<file path="src/rtl/reg_bus_arbiter_pkg.sv">
// Shared types and constants for the two-requester register bus arbiter.
package reg_bus_pkg;

  localparam int DEF_NUM_REGS = 8;
  localparam int DEF_ADDR_W   = 3;

  localparam logic [7:0] BAD_ADDR_RDATA = 8'hFF;

  typedef enum logic [1:0] {
    ST_IDLE   = 2'd0,
    ST_ACCESS = 2'd1,
    ST_DONE   = 2'd2
  } arb_state_e;

endpackage

</file>
<file path="src/rtl/reg_bus_arbiter_if.sv">
// Requester handshakes plus the shared register bus, bundled for the arbiter.
interface reg_bus_arbiter_if #(
  parameter int NUM_REGS = reg_bus_pkg::DEF_NUM_REGS,
  parameter int ADDR_W   = reg_bus_pkg::DEF_ADDR_W
);

  logic                a_req;
  logic                b_req;
  logic                a_we;
  logic                b_we;
  logic [ADDR_W-1:0]   a_addr;
  logic [ADDR_W-1:0]   b_addr;
  logic [7:0]          a_wdata;
  logic [7:0]          b_wdata;
  logic                a_ack;
  logic                b_ack;
  logic [7:0]          a_rdata;
  logic [7:0]          b_rdata;
  logic [NUM_REGS-1:0] reg_cs;
  logic                reg_we;
  logic [7:0]          reg_wdata;
  logic [7:0]          reg_rdata;

  modport arb (
    input  a_req, b_req, a_we, b_we, a_addr, b_addr, a_wdata, b_wdata, reg_rdata,
    output a_ack, b_ack, a_rdata, b_rdata, reg_cs, reg_we, reg_wdata
  );

  modport env (
    output a_req, b_req, a_we, b_we, a_addr, b_addr, a_wdata, b_wdata, reg_rdata,
    input  a_ack, b_ack, a_rdata, b_rdata, reg_cs, reg_we, reg_wdata
  );

endinterface

</file>
<file path="src/rtl/reg_bus_arbiter_addr_decode.sv">
// Register index to one-hot chip select; indices past NUM_REGS select nothing.
module reg_addr_decode #(
  parameter int NUM_REGS = reg_bus_pkg::DEF_NUM_REGS,
  parameter int ADDR_W   = reg_bus_pkg::DEF_ADDR_W
) (
  input  logic [ADDR_W-1:0]   addr,
  output logic [NUM_REGS-1:0] onehot,
  output logic                out_of_range
);

  // compare the index against every implemented register
  always_comb begin
    onehot       = {NUM_REGS{1'b0}};
    out_of_range = 1'b1;
    for (int i = 0; i < NUM_REGS; i++) begin
      if (addr == ADDR_W'(i)) begin
        onehot[i]    = 1'b1;
        out_of_range = 1'b0;
      end else begin
        onehot[i]    = 1'b0;
      end
    end
  end

endmodule

</file>
<file path="src/rtl/reg_bus_arbiter.sv">
// Round-robin arbiter giving requesters A and B turns on a shared 8-bit register bus.
module reg_bus_arbiter
  import reg_bus_pkg::*;
#(
  parameter int NUM_REGS = DEF_NUM_REGS,
  parameter int ADDR_W   = DEF_ADDR_W
) (
  input  logic            clk,
  input  logic            rst,
  reg_bus_arbiter_if.arb  bus
);

  arb_state_e          state_q, state_d;
  logic                prio_b_q, prio_b_d;
  logic                gnt_b_q, gnt_b_d;
  logic                we_q, we_d;
  logic                oor_q, oor_d;
  logic [NUM_REGS-1:0] reg_cs_q, reg_cs_d;
  logic                reg_we_q, reg_we_d;
  logic [7:0]          reg_wdata_q, reg_wdata_d;
  logic                a_ack_q, a_ack_d;
  logic                b_ack_q, b_ack_d;
  logic [7:0]          a_rdata_q, a_rdata_d;
  logic [7:0]          b_rdata_q, b_rdata_d;

  logic                pick_b_s;
  logic [ADDR_W-1:0]   sel_addr_s;
  logic [NUM_REGS-1:0] sel_onehot_s;
  logic                sel_oor_s;
  logic [7:0]          rd_value_s;

  // prio_b_q set means B wins the next tie
  always_comb begin
    if (bus.a_req && bus.b_req) begin
      pick_b_s = prio_b_q;
    end else if (bus.b_req) begin
      pick_b_s = 1'b1;
    end else begin
      pick_b_s = 1'b0;
    end
    sel_addr_s = pick_b_s ? bus.b_addr : bus.a_addr;
  end

  reg_addr_decode #(
    .NUM_REGS (NUM_REGS),
    .ADDR_W   (ADDR_W)
  ) u_decode (
    .addr         (sel_addr_s),
    .onehot       (sel_onehot_s),
    .out_of_range (sel_oor_s)
  );

  // data returned to the requester at the end of the access
  always_comb begin
    if (we_q) begin
      rd_value_s = 8'h00;
    end else if (oor_q) begin
      rd_value_s = BAD_ADDR_RDATA;
    end else begin
      rd_value_s = bus.reg_rdata;
    end
  end

  // next-state and registered-output logic
  always_comb begin
    state_d     = state_q;
    prio_b_d    = prio_b_q;
    gnt_b_d     = gnt_b_q;
    we_d        = we_q;
    oor_d       = oor_q;
    reg_cs_d    = {NUM_REGS{1'b0}};
    reg_we_d    = 1'b0;
    reg_wdata_d = 8'h00;
    a_ack_d     = 1'b0;
    b_ack_d     = 1'b0;
    a_rdata_d   = a_rdata_q;
    b_rdata_d   = b_rdata_q;
    case (state_q)
      ST_IDLE: begin
        if (bus.a_req || bus.b_req) begin
          state_d     = ST_ACCESS;
          gnt_b_d     = pick_b_s;
          prio_b_d    = ~pick_b_s;
          we_d        = pick_b_s ? bus.b_we : bus.a_we;
          oor_d       = sel_oor_s;
          reg_cs_d    = sel_oor_s ? {NUM_REGS{1'b0}} : sel_onehot_s;
          reg_we_d    = we_d & ~sel_oor_s;
          reg_wdata_d = pick_b_s ? bus.b_wdata : bus.a_wdata;
        end else begin
          state_d     = ST_IDLE;
        end
      end
      ST_ACCESS: begin
        state_d = ST_DONE;
        if (gnt_b_q) begin
          b_ack_d   = 1'b1;
          b_rdata_d = rd_value_s;
        end else begin
          a_ack_d   = 1'b1;
          a_rdata_d = rd_value_s;
        end
      end
      ST_DONE: begin
        state_d = ST_IDLE;
      end
      default: begin
        state_d = ST_IDLE;
      end
    endcase
  end

  // state and output registers
  always_ff @(posedge clk or posedge rst) begin
    if (rst) begin
      state_q     <= ST_IDLE;
      prio_b_q    <= 1'b0;
      gnt_b_q     <= 1'b0;
      we_q        <= 1'b0;
      oor_q       <= 1'b0;
      reg_cs_q    <= {NUM_REGS{1'b0}};
      reg_we_q    <= 1'b0;
      reg_wdata_q <= 8'h00;
      a_ack_q     <= 1'b0;
      b_ack_q     <= 1'b0;
      a_rdata_q   <= 8'h00;
      b_rdata_q   <= 8'h00;
    end else begin
      state_q     <= state_d;
      prio_b_q    <= prio_b_d;
      gnt_b_q     <= gnt_b_d;
      we_q        <= we_d;
      oor_q       <= oor_d;
      reg_cs_q    <= reg_cs_d;
      reg_we_q    <= reg_we_d;
      reg_wdata_q <= reg_wdata_d;
      a_ack_q     <= a_ack_d;
      b_ack_q     <= b_ack_d;
      a_rdata_q   <= a_rdata_d;
      b_rdata_q   <= b_rdata_d;
    end
  end

  assign bus.reg_cs    = reg_cs_q;
  assign bus.reg_we    = reg_we_q;
  assign bus.reg_wdata = reg_wdata_q;
  assign bus.a_ack     = a_ack_q;
  assign bus.b_ack     = b_ack_q;
  assign bus.a_rdata   = a_rdata_q;
  assign bus.b_rdata   = b_rdata_q;

endmodule

</file>
<file path="src/flat_wrapper.sv">
// flat-port wrapper written by rule: the top's interface ports become plain ports
module reg_bus_arbiter_flat import reg_bus_pkg::*;
#(
  parameter int NUM_REGS = DEF_NUM_REGS,
  parameter int ADDR_W   = DEF_ADDR_W
)
  (clk, rst, bus_a_req, bus_b_req, bus_a_we, bus_b_we, bus_a_addr, bus_b_addr, bus_a_wdata, bus_b_wdata, bus_reg_rdata, bus_a_ack, bus_b_ack, bus_a_rdata, bus_b_rdata, bus_reg_cs, bus_reg_we, bus_reg_wdata);
  reg_bus_arbiter_if #(.NUM_REGS(NUM_REGS), .ADDR_W(ADDR_W)) bus_i ();
  input  logic clk;
  input  logic rst;
  input wire logic [$bits(bus_i.a_req)-1:0] bus_a_req;
  input wire logic [$bits(bus_i.b_req)-1:0] bus_b_req;
  input wire logic [$bits(bus_i.a_we)-1:0] bus_a_we;
  input wire logic [$bits(bus_i.b_we)-1:0] bus_b_we;
  input wire logic [$bits(bus_i.a_addr)-1:0] bus_a_addr;
  input wire logic [$bits(bus_i.b_addr)-1:0] bus_b_addr;
  input wire logic [$bits(bus_i.a_wdata)-1:0] bus_a_wdata;
  input wire logic [$bits(bus_i.b_wdata)-1:0] bus_b_wdata;
  input wire logic [$bits(bus_i.reg_rdata)-1:0] bus_reg_rdata;
  output wire logic [$bits(bus_i.a_ack)-1:0] bus_a_ack;
  output wire logic [$bits(bus_i.b_ack)-1:0] bus_b_ack;
  output wire logic [$bits(bus_i.a_rdata)-1:0] bus_a_rdata;
  output wire logic [$bits(bus_i.b_rdata)-1:0] bus_b_rdata;
  output wire logic [$bits(bus_i.reg_cs)-1:0] bus_reg_cs;
  output wire logic [$bits(bus_i.reg_we)-1:0] bus_reg_we;
  output wire logic [$bits(bus_i.reg_wdata)-1:0] bus_reg_wdata;
  assign bus_i.a_req = bus_a_req;
  assign bus_i.b_req = bus_b_req;
  assign bus_i.a_we = bus_a_we;
  assign bus_i.b_we = bus_b_we;
  assign bus_i.a_addr = bus_a_addr;
  assign bus_i.b_addr = bus_b_addr;
  assign bus_i.a_wdata = bus_a_wdata;
  assign bus_i.b_wdata = bus_b_wdata;
  assign bus_i.reg_rdata = bus_reg_rdata;
  assign bus_a_ack = bus_i.a_ack;
  assign bus_b_ack = bus_i.b_ack;
  assign bus_a_rdata = bus_i.a_rdata;
  assign bus_b_rdata = bus_i.b_rdata;
  assign bus_reg_cs = bus_i.reg_cs;
  assign bus_reg_we = bus_i.reg_we;
  assign bus_reg_wdata = bus_i.reg_wdata;
  reg_bus_arbiter #(.NUM_REGS(NUM_REGS), .ADDR_W(ADDR_W)) u_core (.clk(clk), .rst(rst), .bus(bus_i));
endmodule
</file>
<file path="config.mk">
export PLATFORM = sky130hd
export DESIGN_NAME = reg_bus_arbiter_flat
export DESIGN_NICKNAME = d
export VERILOG_FILES = /design/src/rtl/reg_bus_arbiter_pkg.sv /design/src/rtl/reg_bus_arbiter_if.sv /design/src/rtl/reg_bus_arbiter_addr_decode.sv /design/src/rtl/reg_bus_arbiter.sv /design/src/flat_wrapper.sv
export SDC_FILE = /design/constraint.sdc
export NUM_CORES = 1
export LEC_CHECK = 0
export CELL_PAD_IN_SITES_DETAIL_PLACEMENT = 0
export CELL_PAD_IN_SITES_GLOBAL_PLACEMENT = 1
export CORE_ASPECT_RATIO = 0.6
export CORE_UTILIZATION = 31
export DETAILED_ROUTE_END_ITERATION = 8
export PLACE_DENSITY = 0.89
export SLEW_MARGIN = 15
export SYNTH_ARGS = -nofsm -noshare
export SYNTH_HDL_FRONTEND = slang
export SYNTH_SLANG_ARGS = --single-unit
</file>
<file path="constraint.sdc">
create_clock -name clk -period 1.7 [get_ports clk]
set_input_delay 0.425 -clock clk [delete_from_list [all_inputs] [get_ports clk]]
set_output_delay 0.425 -clock clk [all_outputs]
set_load 0.005 [all_outputs]
</file>
# Word level (Yosys, flattened, before mapping)
# Index checks and enable logic that the tools add are counted.
[totals]
regBits = 41
in_bits = 36
output_inout_bits = 35
[classes]
eq_ne = 8
n_mux = 36
n_bitwise = 4
reduce_logical = 7
[op_table]
columns = ["operator", "n"]
rows = [
  ["8-bit two-way mux", 8],
  ["1-bit two-way mux", 26],
  ["3-bit == test (second input constant)", 4],
  ["3-bit by 2-bit == test with 1-bit output (second input constant)", 2],
  ["2-bit AND reduction", 3],
  ["2-bit case mux with 2 select lines", 1],
  ["3-bit by 1-bit == test with 1-bit output (second input constant)", 1],
  ["3-bit zero test", 1],
  ["3-bit two-way mux", 1],
  ["1-bit NOT", 3],
  ["2-bit by 1-bit == test with 1-bit output (second input constant)", 1],
  ["2-bit zero test", 1],
  ["1-bit bitwise AND", 1],
  ["1-bit logical AND", 1],
  ["1-bit logical OR", 1],
]

# Logic depth before layout (Yosys ltp)
# Gate-level depths: netlist of run 1.
[depth]
depth_word = 16
mapped_depth = 5
ltp_nobuf = 4

# Cells and area by module
# Synthesis of run 1 repeated with hierarchy kept, for this count alone.
[unflattened]
cells_unflattened = 159
hier_area_um2 = 1686.6
[modules_own_cells]
columns = ["mod", "n_inst", "cells_per_inst", "area_each_um2", "seq_area_each_um2"]
rows = [
  ["reg_bus_arbiter", 1, 149, 1610.3, 1026.0],
  ["reg_addr_decode", 1, 10, 76.3, 0.0],
]

# Worst setup path after synthesis of run 1
# OpenSTA, ideal clock, no wires.
[synth_timing]
kind = "register to register"
start = "reg u_core.prio_b_q"
end = "reg u_core.reg_cs_q[4], in the netlist u_core.bus.reg_cs[4]"
setup_ns = 0.121
arrival_ns = 1.286
required_time_ns = 1.579
slack_ns = 0.293
path_stages_with_launch = 6
n_path_buf = 1
period_less_slack_ns = 1.407
cell_sequence = "dfrtp_1 > nand2b_1 > nand2_1 > buf_6 > mux2i_4 > and4b_1"
[synth_via]
elab_chain_len = 14
word_cells_on_any_way = 22
cone_classes = "eq/ne (7); mux (14); reduce/logical (1)"
[synth_lines]
columns = ["element", "line_no", "text"]
rows = [
  ["start: declaration", "reg_bus_arbiter.sv:14", "logic prio_b_q, prio_b_d;"],
  ["start signal: assignment", "reg_bus_arbiter.sv:129", "prio_b_q <= prio_b_d;"],
  ["1-bit two-way mux (*)", "reg_bus_arbiter.sv:34", "if (bus.a_req && bus.b_req) begin"],
  ["3-bit two-way mux (*)", "reg_bus_arbiter.sv:41", "sel_addr_s = pick_b_s ? bus.b_addr : bus.a_addr;"],
  ["3-bit zero test", "reg_bus_arbiter_addr_decode.sv:16", "if (addr == ADDR_W'(i)) begin"],
  ["1-bit two-way mux (8 in a row)", "reg_bus_arbiter_addr_decode.sv:16", ""],
  ["8-bit two-way mux (*)", "reg_bus_arbiter.sv:86", "reg_cs_d = sel_oor_s ? {NUM_REGS{1'b0}} : sel_onehot_s;"],
  ["8-bit two-way mux (*)", "reg_bus_arbiter.sv:80", "if (bus.a_req || bus.b_req) begin"],
  ["8-bit two-way mux (*)", "reg_bus_arbiter.sv:78", "case (state_q)"],
  ["named net u_core.reg_cs_d[4]", "reg_bus_arbiter.sv:18", "logic [NUM_REGS-1:0] reg_cs_q, reg_cs_d;"],
  ["end signal: assignment", "reg_bus_arbiter.sv:120", "reg_cs_q <= {NUM_REGS{1'b0}};"],
  ["end signal: assignment", "reg_bus_arbiter.sv:133", "reg_cs_q <= reg_cs_d;"],
  ["end: declaration", "reg_bus_arbiter.sv:18", ""],
]
# The timed path passes the listed nets; every way through them passes the cells marked *.
# A chain may end at the register's enable or synchronous reset.

# Worst setup path after layout of run 1
[layout_timing]
start = "in bus_a_req"
end = "reg u_core.reg_cs_q[5], in the netlist u_core.bus.reg_cs[5]"
[layout_via]
elab_chain_len = 15
word_cells_on_any_way = 24
cone_classes = "eq/ne (7); mux (14); reduce/logical (3)"
[layout_lines]
columns = ["element", "line_no", "text"]
rows = [
  ["start: declaration", "flat_wrapper.sv:11", "input wire logic [$bits(bus_i.a_req)-1:0] bus_a_req;"],
  ["1-bit logical AND", "reg_bus_arbiter.sv:34", ""],
  ["1-bit two-way mux", "reg_bus_arbiter.sv:34", ""],
  ["3-bit two-way mux", "reg_bus_arbiter.sv:41", ""],
  ["3-bit zero test", "reg_bus_arbiter_addr_decode.sv:16", ""],
  ["1-bit two-way mux (8 in a row)", "reg_bus_arbiter_addr_decode.sv:16", ""],
  ["8-bit two-way mux", "reg_bus_arbiter.sv:86", ""],
  ["8-bit two-way mux (*)", "reg_bus_arbiter.sv:80", ""],
  ["8-bit two-way mux (*)", "reg_bus_arbiter.sv:78", ""],
  ["named net u_core.reg_cs_d[5]", "reg_bus_arbiter.sv:18", ""],
]
# Marks and branches as above.

==> results.cfg, run 1 <==
[logic_synthesis]
synth.avg_cell_area_um2 = 11.4
syn_nets = 178
syn_inst = 142
yosys_warnings = 0
synth-edff-count = 0
synth_cell_types = 24
synth-seq-cells = 41
ys_async_sr_fraction_pct = 100
yosysSeqAreaShare_pct = 63.2
synth_area_um2 = 1620
synth-main-ff-cell = dfrtp_1

[place]
routabilityCongestion = 0.788
postPlaceCellArea_um2 = 2450
port_buffers = 70
hpwlAfterDp_um = 2840

[cells_and_area]
diodes = 0
drive_above_1_share_pct = 12.1
final_common_cell = clkdlybuf4s50_1
most-common-layout-cells = clkdlybuf4s50_1 (70), dfrtp_1 (41), nand2_1 (34)
syn_to_final_growth_pct = 58.9
nNetsFinal = 259
final_area_um2 = 2580

[grt]
antenna_found_initial = 0
track_usage_pct = 15.8
gr-total-overflow = 0
grt_max_degree = 42
grt_pass1_wl_um = 6460
grt_pass1_vias = 1347

[route]
vias = 1304
routedWlPerCell_um = 13.7
drcViolationCount = 0
first_pass_iters = 4
drt_wl_total_um = 3940
viasPerCell = 4.54
drt_iter0_markers = 24
antenna_left = 0

[floorplan]
die_y_um = 58.1
initial_core_util_pct = 33.8
core_area_um2 = 4800
rows = 19
die_area_um2 = 5540
fp.dieW_um = 95.4
top_level_ports = 71

[setup_path]
path_class = input pin to register
worstSetupEndpointType = register
arrival_ps = 1780
cp_data_required_time_ps = 1880
path_max_fanout = 6
crit_path_start_kind = input pin

[sta]
skew_ps = 7.35
relSlewSlack_pct = 61.6
drv_slew = 0
hold_viol_final = 0
fin_crit_ps = 1590
rsz0062_at_grt = no
fmax_ghz = 0.627
setup-violations-final = 0
tightest_slew_ps = 577
period_share_pct = 93.7

[cts]
cts_tree = yes
cts_hold_buf = 0
clock_path_buffers = 2
htree_levels = 2
cts_buffers = 5
clk_pin_slew_ps = 80
insertion_delay_ps = 290
cts.sinks = 41
clock-root-buffer = clkbuf_8

[power]
p_per_area_nw_per_um2 = 1400
vdd.ir_drop.worst_uv = 648
power.total_w = 0.00362
power.leakage_nw = 1.16

[job]
cap_violations = 0

[hold_path]
hold_path_class = register to register

[outcome]
status = complete, no violations
## final timing paths
path	startpoint	end	slack (ps)	cells past startpoint
worst max register to register	u_core.prio_b_q	u_core.bus.reg_cs[5]	260	5
worst min-delay path	u_core.state_q[1]	u_core.state_q[1]	470	1
worst min register to register	u_core.state_q[1]	u_core.state_q[1]	470	1
min in group asynchronous	rst	u_core.bus.b_ack	490	3
worst max-delay path	bus_a_req	u_core.bus.reg_cs[5]	110	6
max in group asynchronous	rst	u_core.prio_b_q	1010	3
## cells in the mapped netlist, types with 2 or more instances
master | n | area (um^2)
nor2_1 | 2 | 7.51
and4b_1 | 3 | 30.0
nand2b_1 | 2 | 12.5
clkbuf_1 | 3 | 11.3
nand2_1 | 35 | 131
mux2i_4 | 2 | 45.0
o21bai_1 | 8 | 60.1
dfrtp_1 | 41 | 1030
buf_6 | 2 | 22.5
o21ai_0 | 17 | 85.1
nor4b_2 | 3 | 45.0
inv_1 | 4 | 15.0
a21oi_1 | 9 | 45.0
## area by class of cell
type / count / area (um^2)
clock buffers: 7 / 86.3
clock inverters: 1 / 30.0
fillers: 444 / 2220
inverters: 4 / 15.0
multi-input cells: 91 / 557
flip-flops and latches: 41 / 1030
well taps: 63 / 78.8
repair buffers: 80 / 788
## power by group
part           total (W)  switching (W)  internal [W]
Clock           0.000801       0.000323      0.000479
Sequential       0.00145       0.000167       0.00129
Combinational    0.00136       0.000581      0.000780
Total            0.00362        0.00107       0.00255
## per-stage QoR
stage / hold WS (ps) / std cells / setup TNS, ps / setup WS, ps / util, %
6_report: 470 / 287 / 0 / 106 / 53.8
5_1_grt: 486 / 287 / 0 / 45.9 / 53.8
4_1_cts: 469 / 287 / 0 / 58.0 / 53.5
3_5_place_dp: 457 / 279 / -1760 / -254 / 51.1
3_3_place_gp: 447 / 279 / -1270 / -154 / 51.1
2_1_floorplan: 426 / 142 / 0 / 293 / -
## metal layers
layer / routed length (um) / up-vias / track usage (%)
met3: 278 / 4 / 5.64
met5: 0 / - / 0
met1: 2060 / 609 / 22.6
met2: 1580 / 45 / 22.4
li1: - / 646 / -
met4: 28 / 0 / 4.48
## worst max-delay path, stage by stage
cell and delay (ps):
clkdlybuf4s50_1 480, nand2b_1 90, and2_4 180, mux2i_4 190, buf_4 160, nor4b_2 250
## logic make-up after synthesis
logic type | Yosys count | synth area share (%)
and+or+nand+nor | 50 | 16.2
DFF | 41 | 63.2
AOI/OAI and AO/OA | 37 | 13.2
buffers and inverters | 10 | 3.24
muxes | 4 | 4.24
## timing repair
action	in CTS	in global routing
buffers inserted	0	0
endpoints found under the setup margin	0	1
resized for setup	0	2
## sequential cells by signal, indices dropped and copies added (netlist names)
| name | flops |
|---|---|
| u_core.prio_b_q | 1 |
| u_core.gnt_b_q | 1 |
| u_core.oor_q | 1 |
| u_core.bus.a_rdata | 8 |
| u_core.bus.reg_we | 1 |
| u_core.bus.reg_cs | 8 |
| u_core.bus.b_ack | 1 |
| u_core.state_q | 2 |
| u_core.bus.b_rdata | 8 |
| u_core.bus.reg_wdata | 8 |
| u_core.we_q | 1 |
| u_core.bus.a_ack | 1 |
(Power assumes the default switching activity.)
==> inputs of run 2 (changes only) <==
==> constraint.sdc (replaced) <==
create_clock -name clk -period 1.7 [get_ports clk]
set_input_delay 0.255 -clock clk [delete_from_list [all_inputs] [get_ports clk]]
set_output_delay 0.255 -clock clk [all_outputs]
set_load 0.005 [all_outputs]
==> results.cfg, run 2 (synthesis gave the netlist of run 1 again) <==
[power]
clkPwrFrac_pct = 22.3
vdd.ir_drop.worst_uv = 554
p_per_area_nw_per_um2 = 1410
sw_frac_of_total_pct = 29.7
p_comb_share_pct = 37.2
pwr-share-seq_pct = 40.5
switching_power_w = 0.00107
power.leakage_nw = 1.15
power.total_w = 0.00362
internal_power_w = 0.00254

[sta]
hold_viol_final = 0
setup_tns_ps = 0
fmax_ghz = 0.639
skew_ps = 6.96
drv_slew = 0
whs_ps = 305
fin_ws_ps = 136
setup-violations-final = 0
period_share_pct = 92.0
tightest_slew_ps = 557
relSlewSlack_pct = 62.9
fin_crit_ps = 1560
rsz0062_at_grt = no

[place]
postPlaceCellArea_um2 = 2450
port_buffers = 70
detailedPlace.worstSlack_ps = -97.0
routabilityCongestion = 0.794
hpwlAfterDp_um = 2740

[setup_path]
path_class = register to register
path_max_fanout = 6
cp_data_required_time_ps = 1870
critPathTopFamily = simple AND/OR/NAND/NOR gates
cpMaxStageDelayCell = dfrtp_1
worstSetupEndpointType = register
path_cells = nand2b_1 > nand2_1 > mux2i_4 > buf_4 > nor4_1
slowest_delay_ps = 390
crit_path_start_kind = register
arrival_ps = 1730
path_buf_inv = 1

[floorplan]
top_level_ports = 71
initial_core_util_pct = 33.8
die_y_um = 58.1
core_area_um2 = 4800
die_area_um2 = 5540
rows = 19
fp.dieW_um = 95.4

[grt]
grt_max_degree = 42
met1_usage_pct = 22.1
gr-total-overflow = 0
grt_pass1_vias = 1266
met2_usage_pct = 21.7
grt_use_met3_pct = 5.64
track_usage_pct = 15.3
grt-busiest-layer = met1
antenna_found_initial = 0
grt_pass1_wl_um = 6280

[cts]
cts_setup_buffers = 0
cts_tree = yes
ctsResizeCount = 0
clock-root-buffer = clkbuf_8
clk_pin_slew_ps = 80
insertion_delay_ps = 290
clock_path_buffers = 2
cts_buffers = 5
cts.sinks = 41
htree_levels = 2
cts_hold_buf = 0

[route]
drt_iter0_markers = 23
drcViolationCount = 0
drt_wl_total_um = 3880
vias = 1289
routedWlPerCell_um = 13.5
antenna_left = 0
first_pass_iters = 4
viasPerCell = 4.49

[job]
cap_violations = 0

[cells_and_area]
final_common_cell = clkdlybuf4s50_1
nNetsFinal = 259
syn_to_final_growth_pct = 58.2
most-common-layout-cells = clkdlybuf4s50_1 (70), dfrtp_1 (41), nand2_1 (35)
fill_cells = 429
drive_above_1_share_pct = 11.6
diodes = 0
final_area_um2 = 2570

[hold_path]
hold_path_class = input pin to async pin

[outcome]
status = complete, no violations
==> run 2: per-stage QoR <==
stage,util [%],std cells
detailed placement,51.1,279
finish,53.5,287
global route,53.5,287
global placement,51.1,279
floorplan,-,142
CTS,53.5,287
==> run 2: worst paths after layout <==
path / startpoint / to / slack (ps) / depth (start not counted)
worst max-delay path: u_core.prio_b_q / u_core.bus.reg_cs[7] / 140 / 5
min in group clk: u_core.state_q[1] / u_core.state_q[1] / 470 / 1
max in group asynchronous: rst / u_core.bus.reg_cs[7] / 1180 / 3
worst max register to register: u_core.prio_b_q / u_core.bus.reg_cs[7] / 140 / 5
worst min-delay path: rst / u_core.bus.reg_wdata[6] / 310 / 3
worst min register to register: u_core.state_q[1] / u_core.state_q[1] / 470 / 1
==> run 2: cell type report <==
| cell class | instances | area [um^2] | area share, % |
|---|---|---|---|
| clock buffer | 7 | 86.3 | 3.36 |
| timing repair buffer | 80 | 788 | 30.7 |
| clock inverter | 1 | 30.0 | 1.17 |
| inverter | 4 | 15.0 | 0.584 |
| multi-input combinational | 91 | 546 | 21.2 |
| tap | 63 | 78.8 | 3.07 |
| sequential | 41 | 1030 | 39.9 |
==> run 2: power by group through the flow <==
stage	sequential (W)	combinational (W)	clock, W
2_1_floorplan	0.00147	0.000573	0
3_3_place_gp	0.00148	0.00133	0
3_5_place_dp	0.00148	0.00136	0
4_1_cts	0.00146	0.00137	0.000825
5_1_grt	0.00150	0.00151	0.000873
6_report	0.00146	0.00135	0.000805
==> run 2: worst register-to-register path: cells and delay by family, from the launching register on <==
kind	cells	cell delay, ps
buffers and inverters	1	160
and+or+nand+nor	3	640
muxes	1	260
DFF	1	390
==> run 2: per-layer routing <==
| metal | up-vias | share of wire, % |
|---|---|---|
| met1 | 590 | 52 |
| li1 | 643 | - |
| met4 | 0 | 0.90 |
| met2 | 48 | 39 |
| met5 | - | 0 |
| met3 | 8 | 8.2 |
